File: src/rtl/fetch_unit.sv
// Instruction fetch: sequential PC, imem handshake, in-order response FIFO.
// Optional FETCH_MISALIGN_CHECK_EN halts on misaligned redirect targets.
module fetch_unit #(
  parameter logic [31:0] RESET_PC   = 32'h0000_0000,
  parameter int          FIFO_DEPTH = 2
) (
  input  logic        clk,
  input  logic        rst_n,
  output logic        imem_req_valid,
  output logic [31:0] imem_req_addr,
  input  logic        imem_req_ready,
  input  logic        imem_rsp_valid,
  input  logic [31:0] imem_rsp_data,
  input  logic        redirect_valid,
  input  logic [31:0] redirect_pc,
  output logic        inst_valid,
  output logic [31:0] inst_code,
  output logic [31:0] inst_pc,
  input  logic        inst_ready,
  output logic        fetch_misaligned
);

  localparam int AW = $clog2(FIFO_DEPTH);
  localparam int CW = AW + 1;

`ifdef FETCH_MISALIGN_CHECK_EN
  typedef enum logic {RUN, HALT} state_e;
  logic mis_q, mis_d;
`else
  typedef enum logic {RUN} state_e;
  logic unused_lo;
  assign unused_lo = ^redirect_pc[1:0];
`endif

  state_e          state_q, state_d;
  logic [31:0]     pc_q, pc_d, tgt;
  logic [CW-1:0]   out_q, out_d, disc_q, disc_d;
  logic [CW-1:0]   fcnt_q, fcnt_d, qcnt_q, qcnt_d;
  logic [AW-1:0]   fwr_q, fwr_d, frd_q, frd_d;
  logic [AW-1:0]   qwr_q, qwr_d, qrd_q, qrd_d;
  logic [31:0]     fpc_q [FIFO_DEPTH];
  logic [31:0]     fcode_q [FIFO_DEPTH];
  logic [31:0]     qpc_q [FIFO_DEPTH];
  logic [CW:0]     used;
  logic            pop, acc, keep, push;

  assign pop  = inst_valid && inst_ready;
  assign acc  = imem_req_valid && imem_req_ready;
  assign keep = imem_rsp_valid && (disc_q == '0);
  assign push = keep && !redirect_valid;

  // A head leaving this cycle frees its slot, allowing back-to-back issue.
  assign used = (CW+1)'(fcnt_q) + (CW+1)'(out_q) - (CW+1)'(pop);

  assign imem_req_valid = rst_n && (state_q == RUN) && !redirect_valid
                        && (used < (CW+1)'(FIFO_DEPTH));
  assign imem_req_addr  = pc_q;
  assign inst_valid     = (fcnt_q != '0);
  assign inst_code      = fcode_q[frd_q];
  assign inst_pc        = fpc_q[frd_q];

`ifdef FETCH_MISALIGN_CHECK_EN
  assign tgt              = redirect_pc;
  assign fetch_misaligned = mis_q;
`else
  assign tgt              = {redirect_pc[31:2], 2'b00};
  assign fetch_misaligned = 1'b0;
`endif

  always_comb begin
    state_d = state_q;
    pc_d    = pc_q;
    out_d   = out_q + CW'(acc) - CW'(imem_rsp_valid);
    disc_d  = disc_q;
    fcnt_d  = fcnt_q;
    qcnt_d  = qcnt_q;
    fwr_d   = fwr_q;
    frd_d   = frd_q;
    qwr_d   = qwr_q;
    qrd_d   = qrd_q;
`ifdef FETCH_MISALIGN_CHECK_EN
    mis_d   = mis_q;
`endif
    if (imem_rsp_valid && disc_q != '0)
      disc_d = disc_q - CW'(1);
    if (redirect_valid) begin
      fcnt_d = '0;
      qcnt_d = '0;
      fwr_d  = '0;
      frd_d  = '0;
      qwr_d  = '0;
      qrd_d  = '0;
      disc_d = out_q - CW'(imem_rsp_valid);
      pc_d   = tgt;
`ifdef FETCH_MISALIGN_CHECK_EN
      if (redirect_pc[1:0] != 2'b00) begin
        mis_d   = 1'b1;
        state_d = HALT;
      end else begin
        mis_d   = 1'b0;
        state_d = RUN;
      end
`endif
    end else begin
      if (acc) begin
        pc_d  = pc_q + 32'd4;
        qwr_d = qwr_q + AW'(1);
      end
      if (keep)
        qrd_d = qrd_q + AW'(1);
      qcnt_d = qcnt_q + CW'(acc) - CW'(keep);
      if (push)
        fwr_d = fwr_q + AW'(1);
      if (pop)
        frd_d = frd_q + AW'(1);
      fcnt_d = fcnt_q + CW'(push) - CW'(pop);
    end
  end

  always_ff @(posedge clk or negedge rst_n) begin
    if (!rst_n) begin
      state_q <= RUN;
      pc_q    <= RESET_PC;
      out_q   <= '0;
      disc_q  <= '0;
      fcnt_q  <= '0;
      qcnt_q  <= '0;
      fwr_q   <= '0;
      frd_q   <= '0;
      qwr_q   <= '0;
      qrd_q   <= '0;
`ifdef FETCH_MISALIGN_CHECK_EN
      mis_q   <= 1'b0;
`endif
    end else begin
      state_q <= state_d;
      pc_q    <= pc_d;
      out_q   <= out_d;
      disc_q  <= disc_d;
      fcnt_q  <= fcnt_d;
      qcnt_q  <= qcnt_d;
      fwr_q   <= fwr_d;
      frd_q   <= frd_d;
      qwr_q   <= qwr_d;
      qrd_q   <= qrd_d;
`ifdef FETCH_MISALIGN_CHECK_EN
      mis_q   <= mis_d;
`endif
    end
  end

  always_ff @(posedge clk or negedge rst_n) begin
    if (!rst_n) begin
      for (int i = 0; i < FIFO_DEPTH; i++) begin
        fpc_q[i]   <= '0;
        fcode_q[i] <= '0;
        qpc_q[i]   <= '0;
      end
    end else begin
      if (acc)
        qpc_q[qwr_q] <= pc_q;
      if (push) begin
        fpc_q[fwr_q]   <= qpc_q[qrd_q];
        fcode_q[fwr_q] <= imem_rsp_data;
      end
    end
  end

endmodule
File: config.mk
export PLATFORM = sky130hd
export DESIGN_NAME = fetch_unit
export DESIGN_NICKNAME = d
export VERILOG_FILES = /design/src/rtl/fetch_unit.sv
export SDC_FILE = /design/constraint.sdc
export NUM_CORES = 1
export LEC_CHECK = 0
export CORE_ASPECT_RATIO = 1.25
export CORE_UTILIZATION = 58
export DETAILED_ROUTE_END_ITERATION = 16
export PLACE_DENSITY = 0.92
export SETUP_SLACK_MARGIN = 0.15
export SLEW_MARGIN = 20
export SYNTH_ARGS = -nofsm -noshare
export SYNTH_HDL_FRONTEND = slang
export SYNTH_SLANG_ARGS = --single-unit
File: constraint.sdc
create_clock -name clk -period 7.9 [get_ports clk]
set_clock_uncertainty 0.05 [all_clocks]
set_input_delay 1.975 -clock clk [delete_from_list [all_inputs] [get_ports clk]]
set_output_delay 1.975 -clock clk [all_outputs]
set_load 0.01 [all_outputs]
; Word-level counts from Yosys, hierarchy flattened
; Cells that the tools add are included.
[op_classes]
n_addsub = 13
multipliers = 0
div = 0
n_lt_le_gt_ge = 7
n_eq_ne = 0
shifts = 0
n_mux = 29
bitwise_logic = 4
n_reduce_logical = 18
[op_table]
columns = operator, n
row1 = 2-to-1 mux 32 bit, 13
row2 = bitwise mux 64 bit, 3
row3 = demux 32 bit (select 1 bit), 2
row4 = adder 32 x 3 -> 32 bit (second input constant), 1
row5 = nonzero test 2 bit, 7
row6 = logical AND 1 bit, 9
row7 = greater-or-equal comparator 2 bit (second input constant), 4
row8 = 2-to-1 mux 1 bit, 8
row9 = inverter 1 -> 2 bit, 4
row10 = 2-to-1 mux 2 bit, 3
row11 = subtractor 2 x 1 -> 2 bit, 3
row12 = adder 1 bit (second input constant), 4
row13 = adder 2 x 1 -> 2 bit, 2
row14 = < comparator 2 x 1 -> 1 bit (second input constant), 2
row15 = adder 2 x 2 -> 3 bit, 1
row16 = < comparator 3 x 2 -> 1 bit (second input constant), 1
row17 = subtractor 3 x 1 -> 3 bit, 1
row18 = logical NOT 2 bit, 1
row19 = subtractor 2 x 1 -> 2 bit (second input constant), 1
row20 = logical NOT 1 bit, 1
[totals]
reg_bits = 234
latch_bits = 0
ramBits = 0
rom_bits = 0
inputBits = 70
output_inout_bits = 99
n_memories = 0

; Depth between registers and ports, before layout
; Gate-level depths: netlist of the first run.
[depth]
word_depth = 8
ltp_mapped = 13
depth_no_buf = 12

; Worst setup path before layout of the first run
; OpenSTA, ideal clock, no wires.
[synth_path]
path_type = input -> output
start = input inst_ready
end = output imem_req_valid
arrival_ns = 3.211
required_ns = 5.875
setup_slack_ns = 2.664
path_stages = 6
path_buffers = 0
path_cell_list = nand2_1 nor2_1 o21ai_0 fa_1 xnor2_2 nor3_1
[synth_between]
elab_chain_len = 4
[synth_rtl]
columns = item, line
row1 = from (decl), 19  ; input logic inst_ready,
row2 = logical AND 1 bit, 47  ; assign pop = inst_valid && inst_ready;
row3 = subtractor 3 x 1 -> 3 bit, 53  ; assign used = (CW+1)'(fcnt_q) + (CW+1)'(out_q) - (CW+1)'(pop);
row4 = < comparator 3 x 2 -> 1 bit, 56  ; && (used < (CW+1)'(FIFO_DEPTH));
row5 = logical AND 1 bit, 56
row6 = to (decl), 9  ; output logic imem_req_valid,
; No other way between the ends.

; Worst setup path in the final report of the first run
; Same ends and word-level chain as after synthesis.

==> flow_summary_export.csv, run 1 <==
group,metric,value,unit
sta,fin_ws,1.64,ns
die,row_count,54,
die,start_util,0.592,
sta,hold_violations,0,
placed_design,port_buffers,161,
worst_hold_path,min_to,"fpc_q[16]$_DFFE_PN0P_",
detailed_routing,drtIter0Drc,419,
power,powerDensity,358,mW/mm^2
sta,fmax,160,MHz
synth,synth_top_cell_by_area,"dfrtp_1",
die,chipWidth,121,um
cts,clk_path_buf_depth,3,
cts,cts_setup_buffers,0,
placed_design,dpl_cell_area,0.0120,mm^2
detailed_routing,num_vias,7181,
layout,drive_above_1_share,0.245,
outcome,run_status,"finished clean",
worst_hold_path,hold_class,"flop to flop",
sta,slew_viol_final,0,
setup_path,startpoint_type,"primary input",
synth,syn_inst,846,
cts,hold_buffers,0,
cts,cts.clk_slew.worst_paths,0.06,ns
worst_hold_path,hp-start,"fpc_q[16]$_DFFE_PN0P_",
setup_path,r2r-end,"qpc_q[52]$_DFFE_PN0P_",
synth,synth.top_cell.area_share,0.546,
sta,fin_hold_ws,0.424,ns
sta,period_minus_slack,6.26,ns
detailed_routing,drt-pass1-iter-count,7,
layout,nNetsFinal,1070,
die,die-height,151,um
layout,antenna_cells,0,
setup_path,end_kind,"output pin",
sta,setup_viol,0,
detailed_routing,routed_via_density,5.84,
power,max-vdd-ir-drop,0.000171,V
placed_design,dp_hpwl,14600,um
setup_path,worstReg2RegStart,"out_q[1]$_DFF_PN0_",
global_routing,grt_pass1_wl,36800,um
detailed_routing,drtAntennaViolNets,0,
global_routing,grt_overflow,0,
detailed_routing,wire_per_inst,18.6,um
detailed_routing,drc,0,
setup_path,cp.required,5.88,ns
placed_design,dp_slack,1.65,ns
synth,synth_edf_count,0,
synth,synth_area_leaders,"dfrtp_1, mux2_2, mux2i_1",
synth,yosysSeqAreaShare,0.546,
synth,synth_common_cells,"dfrtp_1, mux2_2, nand2_1",
placed_design,place_congestion,0.921,
cts,cts_buffers,22,
cts,cts-htree-levels,1,
sta,worst_pin_slew,1.07,ns
setup_path,r2r_slack,4.34,ns
setup_path,worstSetupStartpoint,"inst_ready",
power,power,4.54,mW
sta,layout_worst_path_cycle_share,0.793,
die,die-area,0.0183,mm^2
layout,n_fill_cell,1119,
worst_hold_path,min_path_cells,2,
sta,rsz0062_at_grt,"no",
sta,slew_headroom,0.285,
synth,netlist_area,0.0103,mm^2
setup_path,crit_type,"primary input to output pin",
global_routing,antenna_found_initial,0,
synth,synth_most_common_cell,"dfrtp_1",
die,core,0.0174,mm^2
layout,fin_cells,1229,
placed_design,dp.cells,1191,
synth,ys_seq_elements,224,
cts,cts_root_buf,"clkbuf_16",
synth,synthArstFlopShare,1.00,
sta,fin_tns_setup,0,ns
flow_run,drv_cap,0,
global_routing,gr-usage-all-layers,0.255,
layout,post-route-util,0.731,
setup_path,worst-endpoint-arrival,4.24,ns
synth,ys_types,60,
cts,insertion_delay,0.50,ns
die,ios,169,
layout,final_area,0.0127,mm^2
cts,cts_tree,"built",
setup_path,crit_fanout,5,
synth,synth_ff_type,"dfrtp_1",
setup_path,ff2ff_path_depth,9,
cts,cts.sinks,224,
power,cellLeakagePower,5.53,nW
cts,cts_resized,0,
detailed_routing,drt-total-wl,22900,um
synth,syn_avg_cell_area,12.1,um^2
synth,synth_warnings,0,
global_routing,grt_start_max_net_pins,93,
global_routing,grt_pass1_vias,7303,
layout,syn_to_final_growth,23.6,%
-- worst max-delay path: stages --
cell             delay [ns]
clkdlybuf4s50_1        0.49
nand2_1                0.06
nor2_1                 0.16
o21ai_0                0.15
fa_1                   0.42
xnor2_2                0.21
nor3_1                 0.21
clkdlybuf4s50_1        0.57
-- routing by layer --
layer  vias to the layer above  track usage  wire, um
met5                         -            0         0
met4                         0        0.109       743
met1                      3597        0.330      9480
met2                       244        0.431     11500
met3                        52       0.0324      1150
li1                       3288            -         -
-- cells in the final DEF (no fill, tap or decap), types with 12 or more instances in the layout --
cell	netlist	routed
dfrtp_1	224	223
mux2_2	176	176
clkdlybuf4s50_1	0	160
nand2_1	74	74
o21ai_0	48	48
nor2_1	49	47
mux2i_1	33	33
a21oi_1	33	33
nand3_1	26	26
clkbuf_16	0	23
inv_1	12	12
o211ai_1	12	12
-- worst max-delay path by stage --
stage,cells past startpoint,slack [ns],end
2_1_floorplan,6,2.66,imem_req_valid
3_3_place_gp,8,1.64,imem_req_valid
6_report,8,1.64,imem_req_valid
5_1_grt,8,1.53,imem_req_valid
3_5_place_dp,8,1.65,imem_req_valid
4_1_cts,8,1.63,imem_req_valid
-- registers in the layout, indices dropped and copies added (netlist names), 2 cells and up --
| register | flops |
|---|---|
| fcode_q | 64 |
| fpc_q | 60 |
| disc_q | 2 |
| fcnt_q | 2 |
| qpc_q | 60 |
| out_q | 2 |
| imem_req_addr | 30 |
-- layout make-up --
| cell class | count | area, um^2 | area share |
|---|---|---|---|
| repair buffers | 171 | 1690 | 0.133 |
| clock buffers | 35 | 691 | 0.0544 |
| well taps | 224 | 280 | 0.0221 |
| multi-input cells | 559 | 4360 | 0.343 |
| flip-flops and latches | 224 | 5610 | 0.442 |
| clock inverters | 3 | 18.8 | 0.00148 |
| inverters | 13 | 48.8 | 0.00384 |
-- power breakdown --
group | switching (mW) | total, mW | internal (mW) | leakage [nW]
logic | 0.696 | 1.67 | 0.972 | 2.32
registers | 0.286 | 1.86 | 1.57 | 2.87
clock network | 0.419 | 1.02 | 0.598 | 0.352
-- kinds of logic after synthesis --
kind of cell,Yosys count,synth area share
AND/OR/NAND/NOR,199,0.0991
flip-flops,224,0.546
multiplexers,215,0.232
adder cells (fa/ha/maj),9,0.0117
buffers and inverters,67,0.0323
other,1,0.000365
XOR/XNOR,15,0.0135
AO/OA/AOI/OAI,116,0.0658
No activity file was read; power rests on OpenSTA's default activity.
==> run 2: changes to the inputs <==
--- a/config.mk
+++ b/config.mk
@@ -6,9 +6,9 @@
 export NUM_CORES = 1
 export LEC_CHECK = 0
 export CORE_ASPECT_RATIO = 1.25
-export CORE_UTILIZATION = 58
+export CORE_UTILIZATION = 54
 export DETAILED_ROUTE_END_ITERATION = 16
-export PLACE_DENSITY = 0.92
+export PLACE_DENSITY = 0.87
 export SETUP_SLACK_MARGIN = 0.15
 export SLEW_MARGIN = 20
 export SYNTH_ARGS = -nofsm -noshare
==> constraint.sdc (replaced) <==
create_clock -name clk -period 5.95 [get_ports clk]
set_clock_uncertainty 0.05 [all_clocks]
set_input_delay 1.4875 -clock clk [delete_from_list [all_inputs] [get_ports clk]]
set_output_delay 1.4875 -clock clk [all_outputs]
set_load 0.01 [all_outputs]
==> run 2 against run 1 <==
The run now ends with design-rule violations left; worst setup slack worse by 1.1 ns; final cell count is 0.73% higher; critical path depth stayed put; critical path type unchanged; sequential cell count stayed put; wire length is 3.3% lower; via count is 1.6% lower; first-iteration DRC count is 7.9% higher; total power is 31% higher; combinational power is 32% higher; non-clock buffer count is 1 higher.
==> flow_summary_export.csv, run 2 (same netlist as run 1, synthesis figures left out) <==
group,metric,value,unit
outcome,run_status,"finished, violations left",
outcome,violations,"design-rule violations",
flow_run,drv_cap,0,
cts,cts_setup_buffers,0,
setup_path,crit_top_cell,"clkdlybuf4s50_1",
cts,clk_path_buf_depth,3,
detailed_routing,drt-total-wl,22100,um
global_routing,grt_pass1_wl,36700,um
global_routing,gr-usage-all-layers,0.234,
cts,cts.clk_slew.worst_paths,0.06,ns
setup_path,end_kind,"output pin",
detailed_routing,drtIter0Drc,452,
cts,cts_root_buf,"clkbuf_16",
detailed_routing,routed_via_density,5.71,
die,die-height,156,um
worst_hold_path,hold_class,"flop to flop",
die,row_count,56,
layout,drive_above_1_share,0.245,
placed_design,place_congestion,0.872,
setup_path,worst-endpoint-arrival,3.86,ns
layout,fin_cells,1238,
power,cellLeakagePower,5.54,nW
cts,cts_resized,0,
power,max-vdd-ir-drop,0.000218,V
cts,insertion_delay,0.49,ns
sta,slew_viol_final,0,
global_routing,grt_start_max_net_pins,93,
cts,cts.sinks,224,
layout,syn_to_final_growth,23.8,%
setup_path,startpoint_type,"primary input",
detailed_routing,drt-pass1-iter-count,11,
setup_path,crit_path_cell_trace,"clkdlybuf4s50_1 > nand2_1 > nor2_1 > o21ai_0 > fa_1 > xnor2_2 > nor3_1 > clkdlybuf4s50_1",
placed_design,port_buffers,161,
die,chipWidth,125,um
setup_path,crit_fanout,5,
layout,top_register,"fcode_q",
layout,layout_commonest_cell,"dfrtp_1",
layout,antenna_cells,0,
sta,rsz0062_at_grt,"no",
detailed_routing,drc,10,
sta,setup_viol,0,
die,die-area,0.0196,mm^2
placed_design,dpl_cell_area,0.0120,mm^2
power,power,5.96,mW
cts,cts_tree,"built",
placed_design,dp.cells,1200,
placed_design,dp_hpwl,14700,um
detailed_routing,num_vias,7066,
sta,hold_violations,0,
power,powerDensity,468,mW/mm^2
layout,largest_reg_flops,64,
global_routing,grt_pass1_vias,7398,
setup_path,cp.required,4.41,ns
layout,final_area,0.0127,mm^2
sta,worst_pin_slew,0.941,ns
sta,fmax,185,MHz
layout,layout_common_cells,"dfrtp_1, mux2_2, clkdlybuf4s50_1",
setup_path,max_stage_delay,0.59,ns
global_routing,grt_overflow,0,
layout,nNetsFinal,1071,
die,start_util,0.549,
die,ios,169,
detailed_routing,drtAntennaViolNets,0,
die,core,0.0187,mm^2
sta,layout_worst_path_cycle_share,0.907,
setup_path,crit_type,"primary input to output pin",
sta,period_minus_slack,5.40,ns
layout,post-route-util,0.680,
cts,hold_buffers,0,
sta,slew_headroom,0.370,
cts,cts_buffers,22,
sta,fin_tns_setup,0,ns
global_routing,antenna_found_initial,0,
layout,largest_registers,"fcode_q x64, fpc_q x60, qpc_q x60",
detailed_routing,wire_per_inst,17.9,um
cts,cts-htree-levels,1,
setup_path,slowest_stage,"clkdlybuf4s50_1",
[run 2: worst paths after layout]
path	from	endpoint	slack (ns)	depth (start not counted)
max	inst_ready	imem_req_valid	0.55	8
min	fpc_q[22]$_DFFE_PN0P_	fpc_q[22]$_DFFE_PN0P_	0.42	2
max reg2reg	out_q[1]$_DFF_PN0_	qpc_q[49]$_DFFE_PN0P_	2.69	9
min reg2reg	fpc_q[22]$_DFFE_PN0P_	fpc_q[22]$_DFFE_PN0P_	0.42	2
max in group asynchronous	rst_n	frd_q$_DFFE_PN0P_	3.31	3
min in group asynchronous	rst_n	fpc_q[12]$_DFFE_PN0P_	0.77	1
[run 2: metrics by stage]
stage	setup WS [ns]	hold slack (ns)
6_report	0.553	0.421
2_1_floorplan	1.69	0.394
4_1_cts	0.562	0.429
5_1_grt	0.403	0.453
3_5_place_dp	0.580	0.415
3_3_place_gp	0.687	0.405
[run 2: final cells by class]
cell class | count | area [um^2]
Tap cell | 232 | 290
Clock buffer | 33 | 653
Multi-Input combinational cell | 559 | 4360
Inverter | 13 | 48.8
Fill cell | 1336 | 5990
Clock inverter | 5 | 28.8
Timing Repair Buffer | 172 | 1730
Sequential cell | 224 | 5610
[run 2: worst max-delay path: cells and delay by family]
kind	cells	cell delay, ns
compound gates	1	0.15
simple gates	3	0.49
xor+xnor	1	0.22
buf+inv	2	1.08
fa+ha+maj	1	0.43
[run 2: metal layers]
| metal | track usage | wire [um] |
|---|---|---|
| met3 | 0.0373 | 1390 |
| met1 | 0.299 | 9190 |
| met2 | 0.402 | 11000 |
| met5 | 0 | 0 |
| met4 | 0.0865 | 569 |
[run 2: power by group]
part / internal, mW / total [mW] / switching (mW)
Combinational: 1.29 / 2.20 / 0.903
Sequential: 2.09 / 2.44 / 0.358
Clock: 0.758 / 1.31 / 0.556
==> patch, RTL diff (config.mk and constraints of run 2) <==
Add a define of `FETCH_MISALIGN_CHECK_EN`.
--- a/src/rtl/fetch_unit.sv
+++ b/src/rtl/fetch_unit.sv
@@ -1,5 +1,7 @@
 // Instruction fetch: sequential PC, imem handshake, in-order response FIFO.
 // Optional FETCH_MISALIGN_CHECK_EN halts on misaligned redirect targets.
+`define FETCH_MISALIGN_CHECK_EN
+
 module fetch_unit #(
   parameter logic [31:0] RESET_PC   = 32'h0000_0000,
   parameter int          FIFO_DEPTH = 2
Check against the original RTL: not equivalent (Yosys sat finds a counterexample within 4 cycles, from zero or initial values and one cycle with rst_n low).
==> patch against run 2 <==
Die area up 2.1%. Total power down 1.1%. Sequential share of layout area up 0.80 points. Wire length up 3.0%. Via count up 1.1%. Largest power group unchanged. Final area up 3.1%. Worst setup slack worse by 0.13 ns. Sequential cell count up 11. Area after synthesis up 2.1%. Worst hold slack better by 0.0054 ns.
==> patch: results (changes against run 2) <==
outcome finished clean; layout cells sized above 1 23.7% (-0.75 points); WP data arrival 3.99 ns (+0.13 ns); Longest Clk Path Bufs 3 (unchanged); fillers 1,333 (-0.22%); pin count of the biggest net entering global routing 169 (+82%); CP max-delay cell clkdlybuf4s50_1; Initial DRC Count 404 (-11%); sequential-to-total area share from yosys stat 56.1% (+1.5 points); Place WS 0.443 ns (-0.137 ns); clock-pin slew on the worst setup and hold paths 0.06 ns (about the same); Area contributors post-synth dfrtp_1, mux2_2, mux2i_1, o21ai_0, nand2_1; post-synthesis cell type count 47 (-22%); Least-Margin Pin Slew 1.08 ns (+0.139 ns); TritonRoute pass-1 iters 5 (-6); cts bufs inserted 23 (+4.5%); Util after Layout 69.3% (+1.3 points); clock latency on the worst-skew pair ~0.50 ns; Port Buffers 168 (+4.3%); Synth top cells by count dfrtp_1, mux2_2, nand2_1; H-tree Lvls 1 (unchanged); hold crit path type flop to flop; Placed Area 0.0123 sq mm (+2.6%); top flop regs fcode_q: 64 flops, fpc_q: 64 flops, qpc_q: 64 flops; delay of the slowest cell on the worst path 0.53 ns (-0.06 ns); hold_buf cts 0 (unchanged); vias in the first global route 7,226 (-2.3%); Placer Congestion 0.866 (-0.69%); DPL Wire Length 14,400 um (-1.7%); Synthesized Nets 935; DR vias 7,143 (+1.1%); Internal 4.15 mW (+0.24%); VDD IR-drop max 0.259 mV (+19%); Nets 1,089 (+1.7%); DR WL/cell 18.1 um (+1.4%); All-Layer GR Usage 23.5% (+0.11 points); first-pass GRT wire length 37,000 um (+0.73%); power per cell area 449 mW/mm^2 (-4.1%); asr flop ratio synth 100% (unchanged); P_leak 5.73 nW (+3.5%)
patch: changes by cell type in the layout (fill, tap and decap cells not counted), moves of 6 or more:
cell,delta
o21ai_0,+7
o21ai_1,+6
dfrtp_1,+10
nor3_2,-7
clkdlybuf4s50_1,+6
xor2_1,+18
o211ai_1,-11
nand4_1,+7
nand3_1,-12
mux2_2,+6
patch: cell type report:
type	count	share of cell area (%)
repair buffers	178	13.7
clock inverters	5	0.401
inverters	10	0.286
clock buffers	35	5.19
multi-input cells	562	33.4
flip-flops and latches	235	44.9
well taps	232	2.21
patch: final timing paths:
check | end | slack (ns) | cells after the start | startpoint
max in group asynchronous | frd_q | 3.71 | 2 | rst_n
hold reg to reg | fpc_q[29] | 0.43 | 2 | fpc_q[29]
setup reg to reg | qpc_q[51] | 2.67 | 9 | fcnt_q[1]
hold / removal | fpc_q[29] | 0.43 | 2 | fpc_q[29]
setup / recovery | imem_req_valid | 0.42 | 7 | inst_ready
min in group asynchronous | state_q | 0.87 | 1 | rst_n
patch: cell families after synthesis:
logic type / synth area share, %
buffers and inverters: 2.36
and+or+nand+nor: 8.54
AOI/OAI and AO/OA: 5.22
DFF: 56.1
muxes: 23.8
adders and majority gates: 1.14
xor gates and xnor gates: 2.92
patch: through the flow:
| stage | instances | hold slack [ns] |
|---|---|---|
| floorplan | 856 | 0.394 |
| global placement | 1216 | 0.404 |
| detailed placement | 1216 | 0.415 |
| CTS | 1256 | 0.431 |
| global route | 1257 | 0.452 |
| finish | 1257 | 0.426 |
patch: per-layer routing:
layer | share of wire, % | wire, um | GRT usage (%) | up-vias
li1 | - | - | - | 3323
met5 | 0 | 0 | 0 | -
met1 | 42 | 9540 | 29.7 | 3540
met3 | 5.1 | 1160 | 2.97 | 45
met4 | 2.6 | 584 | 7.94 | 0
met2 | 51 | 11500 | 41.8 | 235
patch: worst min-delay path, cell delays in order (launching register included):
cell and delay (ns):
dfrtp_1 0.34, nand2_1 0.04, o21ai_0 0.06
patch: power groups by stage:
| stage | combinational, mW | clock, mW | sequential [mW] |
|---|---|---|---|
| 6_report | 2.07 | 1.41 | 2.41 |
| 5_1_grt | 2.24 | 1.49 | 2.48 |
| 4_1_cts | 2.08 | 1.43 | 2.41 |
| 3_5_place_dp | 2.06 | 0 | 2.44 |
| 3_3_place_gp | 2.01 | 0 | 2.41 |
| 2_1_floorplan | 1.23 | 0 | 2.30 |
